[config.mk]
export PLATFORM = sky130hd
export DESIGN_NAME = rate_shaper_flat
export DESIGN_NICKNAME = d
export VERILOG_FILES = /design/src/rtl/rate_shaper_if.sv /design/src/rtl/rate_shaper.sv /design/src/flat_wrapper.sv
export SDC_FILE = /design/constraint.sdc
export NUM_CORES = 1
export LEC_CHECK = 0
export ABC_CLOCK_PERIOD_IN_PS = 9400
export CORE_ASPECT_RATIO = 0.7
export CORE_MARGIN = 4
export CORE_UTILIZATION = 47
export DETAILED_ROUTE_END_ITERATION = 16
export GPL_TIMING_DRIVEN = 0
export PLACE_DENSITY_LB_ADDON = 0.2
export SYNTH_ARGS = -nofsm -noshare
export SYNTH_HDL_FRONTEND = slang
export SYNTH_SLANG_ARGS = --single-unit
export TNS_END_PERCENT = 1
[constraint.sdc]
create_clock -name clk -period 9.4 [get_ports clk]
set_input_delay 1.41 -clock clk [delete_from_list [all_inputs] [get_ports clk]]
set_output_delay 1.41 -clock clk [all_outputs]
set_load 0.01 [all_outputs]
[src/rtl/rate_shaper_if.sv]
// rate_shaper_if: beat-stream valid/ready bus carrying message framing (sop/eop/empty).
interface rate_shaper_if #(
    parameter int DATA_WIDTH_IN_BYTES = 16
);
    localparam int EW = $clog2(DATA_WIDTH_IN_BYTES);
    logic                             valid;
    logic                             ready;
    logic [8*DATA_WIDTH_IN_BYTES-1:0] data;
    logic                             sop;
    logic                             eop;
    logic [EW-1:0]                    empty;
    modport master(output valid, data, sop, eop, empty, input ready);
    modport slave(input valid, data, sop, eop, empty, output ready);
endinterface

[src/rtl/rate_shaper.sv]
// rate_shaper: token-bucket shaper that admits a new message only on non-negative byte credit,
// forwards it contiguously through one output register, and keeps message/throttle statistics.
module rate_shaper #(
    parameter int DATA_WIDTH_IN_BYTES = 16,
    parameter int TOKEN_WIDTH         = 24,
    parameter int MSG_CNT_WIDTH       = 14
) (
    input  logic                     clk,
    input  logic                     rst,
    input  logic                     cfg_enable_i,
    input  logic [TOKEN_WIDTH-1:0]   cfg_rate_i,
    input  logic [TOKEN_WIDTH-1:0]   cfg_burst_i,
    rate_shaper_if.slave             in_i,
    rate_shaper_if.master            out_o,
    output logic [MSG_CNT_WIDTH-1:0] stat_msg_count_o,
    output logic [31:0]              stat_throttle_o,
    output logic                     err_pulse_o
);
    localparam int EW = $clog2(DATA_WIDTH_IN_BYTES);
    localparam int CW = TOKEN_WIDTH + 2;
    localparam logic [EW:0] FULL = (EW + 1)'(DATA_WIDTH_IN_BYTES);
    localparam logic signed [CW-1:0] FLOOR = {2'b11, {TOKEN_WIDTH{1'b0}}};

    typedef enum logic {IDLE, IN_MSG} state_t;

    state_t                           state_q, state_d;
    logic signed [TOKEN_WIDTH:0]      credit_q, credit_d;
    logic                             out_valid_q, out_sop_q, out_eop_q, err_q;
    logic [8*DATA_WIDTH_IN_BYTES-1:0] out_data_q;
    logic [EW-1:0]                    out_empty_q;
    logic [MSG_CNT_WIDTH-1:0]         msg_cnt_q;
    logic [31:0]                      throttle_q;
    logic                             free, gate, acc, drop, fwd, throttled;
    logic [EW:0]                      consumed;
    logic signed [CW-1:0]             sum, burst, refill, charged;

    always_comb begin
        free      = !out_valid_q || out_o.ready;
        gate      = state_q == IN_MSG || !cfg_enable_i || !credit_q[TOKEN_WIDTH];
        acc       = in_i.valid && free && gate;
        drop      = acc && state_q == IDLE && !in_i.sop;
        fwd       = acc && !drop;
        throttled = cfg_enable_i && state_q == IDLE && in_i.valid && in_i.sop && credit_q[TOKEN_WIDTH];
        consumed  = !(fwd && cfg_enable_i) ? '0 : in_i.eop ? FULL - {1'b0, in_i.empty} : FULL;
        // refill is clamped to the bucket depth before the charge is taken off
        sum       = CW'(credit_q) + $signed(CW'(cfg_rate_i));
        burst     = $signed(CW'(cfg_burst_i));
        refill    = sum > burst ? burst : sum;
        charged   = refill - $signed(CW'(consumed));
        credit_d  = !cfg_enable_i ? {1'b0, cfg_burst_i} :
                    charged < FLOOR ? FLOOR[TOKEN_WIDTH:0] : charged[TOKEN_WIDTH:0];
        state_d   = !acc ? state_q :
                    state_q == IDLE ? (in_i.sop && !in_i.eop ? IN_MSG : IDLE) :
                    (in_i.eop ? IDLE : IN_MSG);
    end

    assign in_i.ready       = free && gate;
    assign out_o.valid      = out_valid_q;
    assign out_o.data       = out_data_q;
    assign out_o.sop        = out_sop_q;
    assign out_o.eop        = out_eop_q;
    assign out_o.empty      = out_empty_q;
    assign stat_msg_count_o = msg_cnt_q;
    assign stat_throttle_o  = throttle_q;
    assign err_pulse_o      = err_q;

    always_ff @(posedge clk or posedge rst) begin
        if (rst) begin
            state_q     <= IDLE;
            credit_q    <= '0;
            out_valid_q <= 1'b0;
            out_data_q  <= '0;
            out_sop_q   <= 1'b0;
            out_eop_q   <= 1'b0;
            out_empty_q <= '0;
            msg_cnt_q   <= '0;
            throttle_q  <= '0;
            err_q       <= 1'b0;
        end else begin
            state_q  <= state_d;
            credit_q <= credit_d;
            // a stray beat in IDLE and a sop inside a message are both framing errors
            err_q    <= acc && (state_q == IDLE ? !in_i.sop : in_i.sop);
            if (fwd) begin
                out_valid_q <= 1'b1;
                out_data_q  <= in_i.data;
                out_sop_q   <= in_i.sop && state_q == IDLE;
                out_eop_q   <= in_i.eop;
                out_empty_q <= in_i.empty;
            end else if (out_o.ready) begin
                out_valid_q <= 1'b0;
            end
            if (fwd && in_i.eop)
                msg_cnt_q <= msg_cnt_q + MSG_CNT_WIDTH'(1);
            if (throttled && !(&throttle_q))
                throttle_q <= throttle_q + 32'd1;
        end
    end
endmodule

[src/flat_wrapper.sv]
// flat-port wrapper written by rule: the top's interface ports become plain ports
module rate_shaper_flat 
#(
    parameter int DATA_WIDTH_IN_BYTES = 16,
    parameter int TOKEN_WIDTH         = 24,
    parameter int MSG_CNT_WIDTH       = 14
)
  (clk, rst, cfg_enable_i, cfg_rate_i, cfg_burst_i, stat_msg_count_o, stat_throttle_o, err_pulse_o, in_i_valid, in_i_data, in_i_sop, in_i_eop, in_i_empty, in_i_ready, out_o_valid, out_o_data, out_o_sop, out_o_eop, out_o_empty, out_o_ready);
  rate_shaper_if #(.DATA_WIDTH_IN_BYTES(DATA_WIDTH_IN_BYTES)) in_i_i ();
  rate_shaper_if #(.DATA_WIDTH_IN_BYTES(DATA_WIDTH_IN_BYTES)) out_o_i ();
  input  logic clk;
  input  logic rst;
  input  logic cfg_enable_i;
  input  logic [TOKEN_WIDTH-1:0] cfg_rate_i;
  input  logic [TOKEN_WIDTH-1:0] cfg_burst_i;
  output logic [MSG_CNT_WIDTH-1:0] stat_msg_count_o;
  output logic [31:0] stat_throttle_o;
  output logic err_pulse_o;
  input wire logic [$bits(in_i_i.valid)-1:0] in_i_valid;
  input wire logic [$bits(in_i_i.data)-1:0] in_i_data;
  input wire logic [$bits(in_i_i.sop)-1:0] in_i_sop;
  input wire logic [$bits(in_i_i.eop)-1:0] in_i_eop;
  input wire logic [$bits(in_i_i.empty)-1:0] in_i_empty;
  output wire logic [$bits(in_i_i.ready)-1:0] in_i_ready;
  output wire logic [$bits(out_o_i.valid)-1:0] out_o_valid;
  output wire logic [$bits(out_o_i.data)-1:0] out_o_data;
  output wire logic [$bits(out_o_i.sop)-1:0] out_o_sop;
  output wire logic [$bits(out_o_i.eop)-1:0] out_o_eop;
  output wire logic [$bits(out_o_i.empty)-1:0] out_o_empty;
  input wire logic [$bits(out_o_i.ready)-1:0] out_o_ready;
  assign in_i_i.valid = in_i_valid;
  assign in_i_i.data = in_i_data;
  assign in_i_i.sop = in_i_sop;
  assign in_i_i.eop = in_i_eop;
  assign in_i_i.empty = in_i_empty;
  assign in_i_ready = in_i_i.ready;
  assign out_o_valid = out_o_i.valid;
  assign out_o_data = out_o_i.data;
  assign out_o_sop = out_o_i.sop;
  assign out_o_eop = out_o_i.eop;
  assign out_o_empty = out_o_i.empty;
  assign out_o_i.ready = out_o_ready;
  rate_shaper #(.DATA_WIDTH_IN_BYTES(DATA_WIDTH_IN_BYTES), .TOKEN_WIDTH(TOKEN_WIDTH), .MSG_CNT_WIDTH(MSG_CNT_WIDTH)) u_core (.clk(clk), .rst(rst), .cfg_enable_i(cfg_enable_i), .cfg_rate_i(cfg_rate_i), .cfg_burst_i(cfg_burst_i), .in_i(in_i_i), .out_o(out_o_i), .stat_msg_count_o(stat_msg_count_o), .stat_throttle_o(stat_throttle_o), .err_pulse_o(err_pulse_o));
endmodule
; Word level (Yosys, flattened, before mapping)
; Cells that the tools add are included.
[op_classes]
n_addsub = 5
order_cmp = 2
muxes = 11
n_bitwise = 1
n_reduce_logical = 28
[op_table]
columns = op, count
row1 = $mux W25, 2
row2 = $add A32 B1 Y32 const B, 1
row3 = $reduce_and A32 Y1, 1
row4 = $add A25 B25 Y26, 1
row5 = $gt A26 B25 Y1, 1
row6 = $lt A26 B25 Y1 const B, 1
row7 = $mux W26, 1
row8 = $sub A26 B6 Y26, 1
row9 = $logic_and A1 B1 Y1, 16
row10 = $add A14 B1 Y14 const B, 1
row11 = $mux W5, 2
row12 = $logic_not A1 Y1, 7
row13 = $mux W1, 6
row14 = $sub A5 B4 Y5 const A, 1
row15 = $logic_or A1 B1 Y1, 3
row16 = $reduce_bool A2 Y1, 1
row17 = $not A1 Y1, 1
[totals]
ff_bits = 208
inputBits = 187
output_inout_bits = 183
elab_cells = 57

; Longest topological paths before layout
[logic_depth]
word_depth = 14
mapped_depth = 34
mapped_depth_nobuf = 32

; Least setup slack after synthesis
; OpenSTA, ideal clock, no wires.
[synth_path]
path_type = input-to-reg
start = input cfg_rate_i[0]
end = register u_core.credit_q[20]
setup_ns = 0.080
arrival_ns = 8.330
required_ns = 9.320
slack_ns = 0.990
stages = 33
n_path_buf = 2
cell_sequence = ha_1 fa_1 a211oi_2 o211ai_2 nand4b_1 a31oi_1 a21oi_1 xor2_1 inv_1 ha_1 nand2_1 nor4_1 o221ai_1 a32oi_1 a21oi_1 nor2_1 clkbuf_1 clkbuf_1 nor2_1 a21oi_1 ha_1 inv_1 fa_1 a21o_1 a21oi_1 o21bai_1 nor3_1 nand2_1 o211ai_2 o221ai_1 a211o_2 or4_4 o211ai_2
[synth_via]
elab_chain_cells = 7
[synth_lines]
columns = item, line
row1 = from (decl), flat_wrapper.sv:14  ; input logic [TOKEN_WIDTH-1:0] cfg_rate_i;
row2 = $add A25 B25 Y26 *, rate_shaper.sv:46  ; sum = CW'(credit_q) + $signed(CW'(cfg_rate_i));
row3 = $gt A26 B25 Y1, rate_shaper.sv:48  ; refill = sum > burst ? burst : sum;
row4 = $mux W26 *, rate_shaper.sv:48
row5 = $sub A26 B6 Y26 *, rate_shaper.sv:49  ; charged = refill - $signed(CW'(consumed));
row6 = $lt A26 B25 Y1, rate_shaper.sv:51  ; charged < FLOOR ? FLOOR[TOKEN_WIDTH:0] : charged[TOKEN_WIDTH:0];
row7 = $mux W25 *, rate_shaper.sv:51
row8 = $mux W25 *, rate_shaper.sv:50  ; credit_d = !cfg_enable_i ? {1'b0, cfg_burst_i} :
row9 = net u_core.credit_d[20], rate_shaper.sv:27  ; logic signed [TOKEN_WIDTH:0] credit_q, credit_d;
row10 = to (signal assigned), rate_shaper.sv:81  ; credit_q <= credit_d;
row11 = to (decl), rate_shaper.sv:27
; The timed path passes the listed nets; every way through them passes the cells marked *.
; A chain may end at the register's enable or synchronous reset.

; Final worst setup path
[layout_path]
start = input cfg_rate_i[0]
end = register u_core.credit_q[16]
; Same word-level chain as after synthesis.

==> impl_metrics.env <==
export IMPL_use_met1_pct=39.68
export IMPL_synth_top_family_by_area="simple AND/OR/NAND/NOR gates"
export IMPL_synthArstFlopShare_pct=100.0
export IMPL_synth_compound_area_share_pct=12.20
export IMPL_ir_worst_vdd_uv=197.8
export IMPL_holdWs_ps=474.2
export IMPL_grt_busiest_layer="met2"
export IMPL_ant_nets=0
export IMPL_num_io_pins=370
export IMPL_grt_usage_pct=28.56
export IMPL_instances_no_fill=2020
export IMPL_synthCells=1292
export IMPL_critPathCaptureType="register"
export IMPL_path_class="in2reg"
export IMPL_crit_top_cell="ha_1"
export IMPL_grt_pass1_wl_um=59000
export IMPL_fin_ws_ps=347.6
export IMPL_seq_area_frac_synth_pct=46.35
export IMPL_antenna_found_initial=1
export IMPL_wirelength_um=39710
export IMPL_cts_tree="built"
export IMPL_path_buf_inv=5
export IMPL_hold_buffers=0
export IMPL_avgSynthCellArea_sq_um=8.693
export IMPL_clock_skew_ps=17.24
export IMPL_rows=47
export IMPL_cp_top_family="compound AO/OA/AOI/OAI gates"
export IMPL_synth_top_flop_cell="dfrtp_1"
export IMPL_drive_gt1_share_pct=5.644
export IMPL_yosys_warnings=0
export IMPL_coreArea_sq_mm=0.02358
export IMPL_synth_xor_area_share_pct=6.785
export IMPL_worstSkewPairLatency_ps=510
export IMPL_die_h_um=137.3
export IMPL_critical_path_peak_fanout=10
export IMPL_max_stage_delay_ps=570
export IMPL_drtIter0Drc=899
export IMPL_met2_usage_pct=45.02
export IMPL_syn_to_final_growth_pct=43.87
export IMPL_rsz0062_at_grt="false"
export IMPL_finalMaxSlewViolations=0
export IMPL_synthMuxAreaShare_pct=0.5793
export IMPL_worst_slew_pin_slew_ps=903.9
export IMPL_drc=0
export IMPL_final_common_cell="nand2_1"
export IMPL_grt_pass1_vias=10350
export IMPL_ys_seq_elements=208
export IMPL_powerDensity_mw_per_mm2=289.3
export IMPL_detailedPlace_worstSlack_ps=-1969
export IMPL_synth_edf_count=0
export IMPL_synth_nets=1538
export IMPL_min_period_ps=9052
export IMPL_hpwl_um=30900
export IMPL_place_inst=1979
export IMPL_die_area_sq_mm=0.02647
export IMPL_clock_sink_count=208
export IMPL_holdCritPathClass="reg2reg"
export IMPL_vias=10930
export IMPL_slew_headroom_pct=39.33
export IMPL_mostFrequentLayoutCells="nand2_1, clkdlybuf4s50_1, dfrtp_1"
export IMPL_synth_cell_type_count=76
export IMPL_total_power_uw=4675
export IMPL_status="finished, final reports clean"
export IMPL_hold_viol=0
export IMPL_required_ps=9750
export IMPL_leakage_uw=0.007469
export IMPL_hp_start="u_core.out_o.data[30]"
export IMPL_h_tree_depth=1
export IMPL_grtUsageMet3_pct=8.232
export IMPL_finalCritPeriodShare_pct=96.30
export IMPL_timing_fmax_ghz=0.1105
export IMPL_cts_root_buf="clkbuf_16"
export IMPL_synth_simple_area_share_pct=24.18
export IMPL_die_width_um=192.8
export IMPL_cts_path_max_buffers=3
export IMPL_first_pass_iters=5
export IMPL_synthAdderAreaFrac_pct=6.707
export IMPL_via_per_inst=5.413
export IMPL_finish_utilization_pct=68.52
export IMPL_clkSlewWorstSetupHoldPaths_ps=70
export IMPL_io_buffers=368
export IMPL_place_gp_congestion=0.9707
export IMPL_arrival_ps=9410
export IMPL_startpoint_type="primary input"
export IMPL_setup_viol=0
export IMPL_grt_max_degree=109
export IMPL_routedWlPerCell_um=19.66
export IMPL_cap_violations=0
export IMPL_r2r_start="u_core.credit_q[0]"
export IMPL_cp_slowest_cell="a211oi_1"
export IMPL_start_util_pct=47.63
export IMPL_numCtsBuffers=22
export IMPL_startpoint="cfg_rate_i[0]"
export IMPL_synth_area_sq_mm=0.01123
export IMPL_gr_total_overflow=0
export IMPL_nNetsFinal=1936
flip-flops by register name, indices dropped and copies added (netlist names):
register and cells:
u_core.credit_q 25, u_core.err_pulse_o 1, u_core.out_o.data 128, u_core.out_o.empty 4, u_core.out_o.eop 1, u_core.out_o.sop 1, u_core.out_o.valid 1, u_core.stat_msg_count_o 14
u_core.stat_throttle_o 32, u_core.state_q 1
power by group:
part | switching (uW) | internal, uW
clock network | 355 | 459
logic | 1560 | 1110
registers | 109 | 1090
total | 2020 | 2650
path summary, 6_finish.rpt:
check	slack, ps	cells past startpoint	endpoint
min in group asynchronous	1430	2	u_core.out_o.data[20]
setup reg to reg	1320	28	u_core.credit_q[16]
hold reg to reg	470	2	u_core.out_o.data[30]
hold / removal	470	2	u_core.out_o.data[30]
setup / recovery	350	29	u_core.credit_q[16]
max in group asynchronous	7020	3	u_core.out_o.data[102]
cell type report:
type | count | area [sq um]
diodes | 1 | 2.502
plain buffers | 49 | 205.2
clock buffers | 29 | 618.1
clock inverters | 6 | 33.78
fillers | 1900 | 7423
inverters | 44 | 172.7
multi-input cells | 991 | 5774
flip-flops and latches | 208 | 5205
well taps | 318 | 397.9
repair buffers | 374 | 3749
worst reg2reg max path: cells and delay by family (launching register included):
| family | cells | cell delay [ps] |
|---|---|---|
| adder cells (fa/ha/maj) | 4 | 1390 |
| buffers and inverters | 4 | 1040 |
| flip-flops | 1 | 370 |
| AND/OR/NAND/NOR | 4 | 1100 |
| AO/OA/AOI/OAI | 16 | 4030 |
Yosys cell counts (3+ instances only):
cell | instances | area, sq um
nand2_1 | 449 | 1685
dfrtp_1 | 208 | 5205
xnor2_1 | 58 | 508.0
ha_1 | 57 | 713.2
a21oi_1 | 49 | 245.2
nor2_1 | 48 | 180.2
inv_1 | 43 | 161.4
o21ai_0 | 43 | 215.2
clkbuf_1 | 41 | 153.9
nand3_1 | 34 | 170.2
xor2_1 | 29 | 254.0
a21o_1 | 19 | 142.6
nor3_1 | 19 | 95.09
and3_1 | 16 | 100.1
nor4_1 | 15 | 93.84
nand4_1 | 14 | 87.58
o211ai_1 | 11 | 82.58
o22ai_1 | 11 | 68.82
a31oi_1 | 8 | 50.05
a211oi_1 | 7 | 52.55
a31o_2 | 5 | 43.79
buf_2 | 5 | 25.02
o21a_1 | 5 | 37.54
o21ai_1 | 5 | 25.02
and4_1 | 4 | 35.03
mux2_2 | 4 | 45.04
nand2b_1 | 4 | 25.02
o31ai_1 | 4 | 30.03
or4_1 | 4 | 30.03
and2_1 | 3 | 18.77
nor2b_1 | 3 | 18.77
o211ai_2 | 3 | 37.54
o221ai_1 | 3 | 26.28
or2_1 | 3 | 18.77
or2_2 | 3 | 18.77
or3_1 | 3 | 18.77
through the flow:
step           setup TNS, ps  instance area, sq um
6_report                   0                 16160
5_1_grt                    0                 16160
4_1_cts                    0                 16070
3_5_place_dp          -43290                 15350
3_3_place_gp         -156950                 15310
2_1_floorplan              0                 11230
timing repair:
action | 4_1_cts | 5_1_grt
setup endpoints to repair | 25 | 25
buffers inserted | 1 | 4
gates resized for setup | 14 | 17
pin swaps | 2 | 5
metal layers:
layer	up-vias	wire length [um]	part of all wire (%)
met5	-	13	0.033
met2	472	18420	46
met1	5260	16500	42
li1	5145	-	-
met3	55	3937	9.9
met4	2	832	2.1
kinds of logic (layout without fill, tap and decap cells):
family / Yosys count / count (layout)
compound gates: 204 / 204
xor+xnor: 87 / 87
fa+ha+maj: 59 / 59
buf+inv: 93 / 502
flops: 208 / 208
mux: 6 / 6
other cells: 0 / 1
simple gates: 635 / 635
Power figures use the tool's default switching activity.
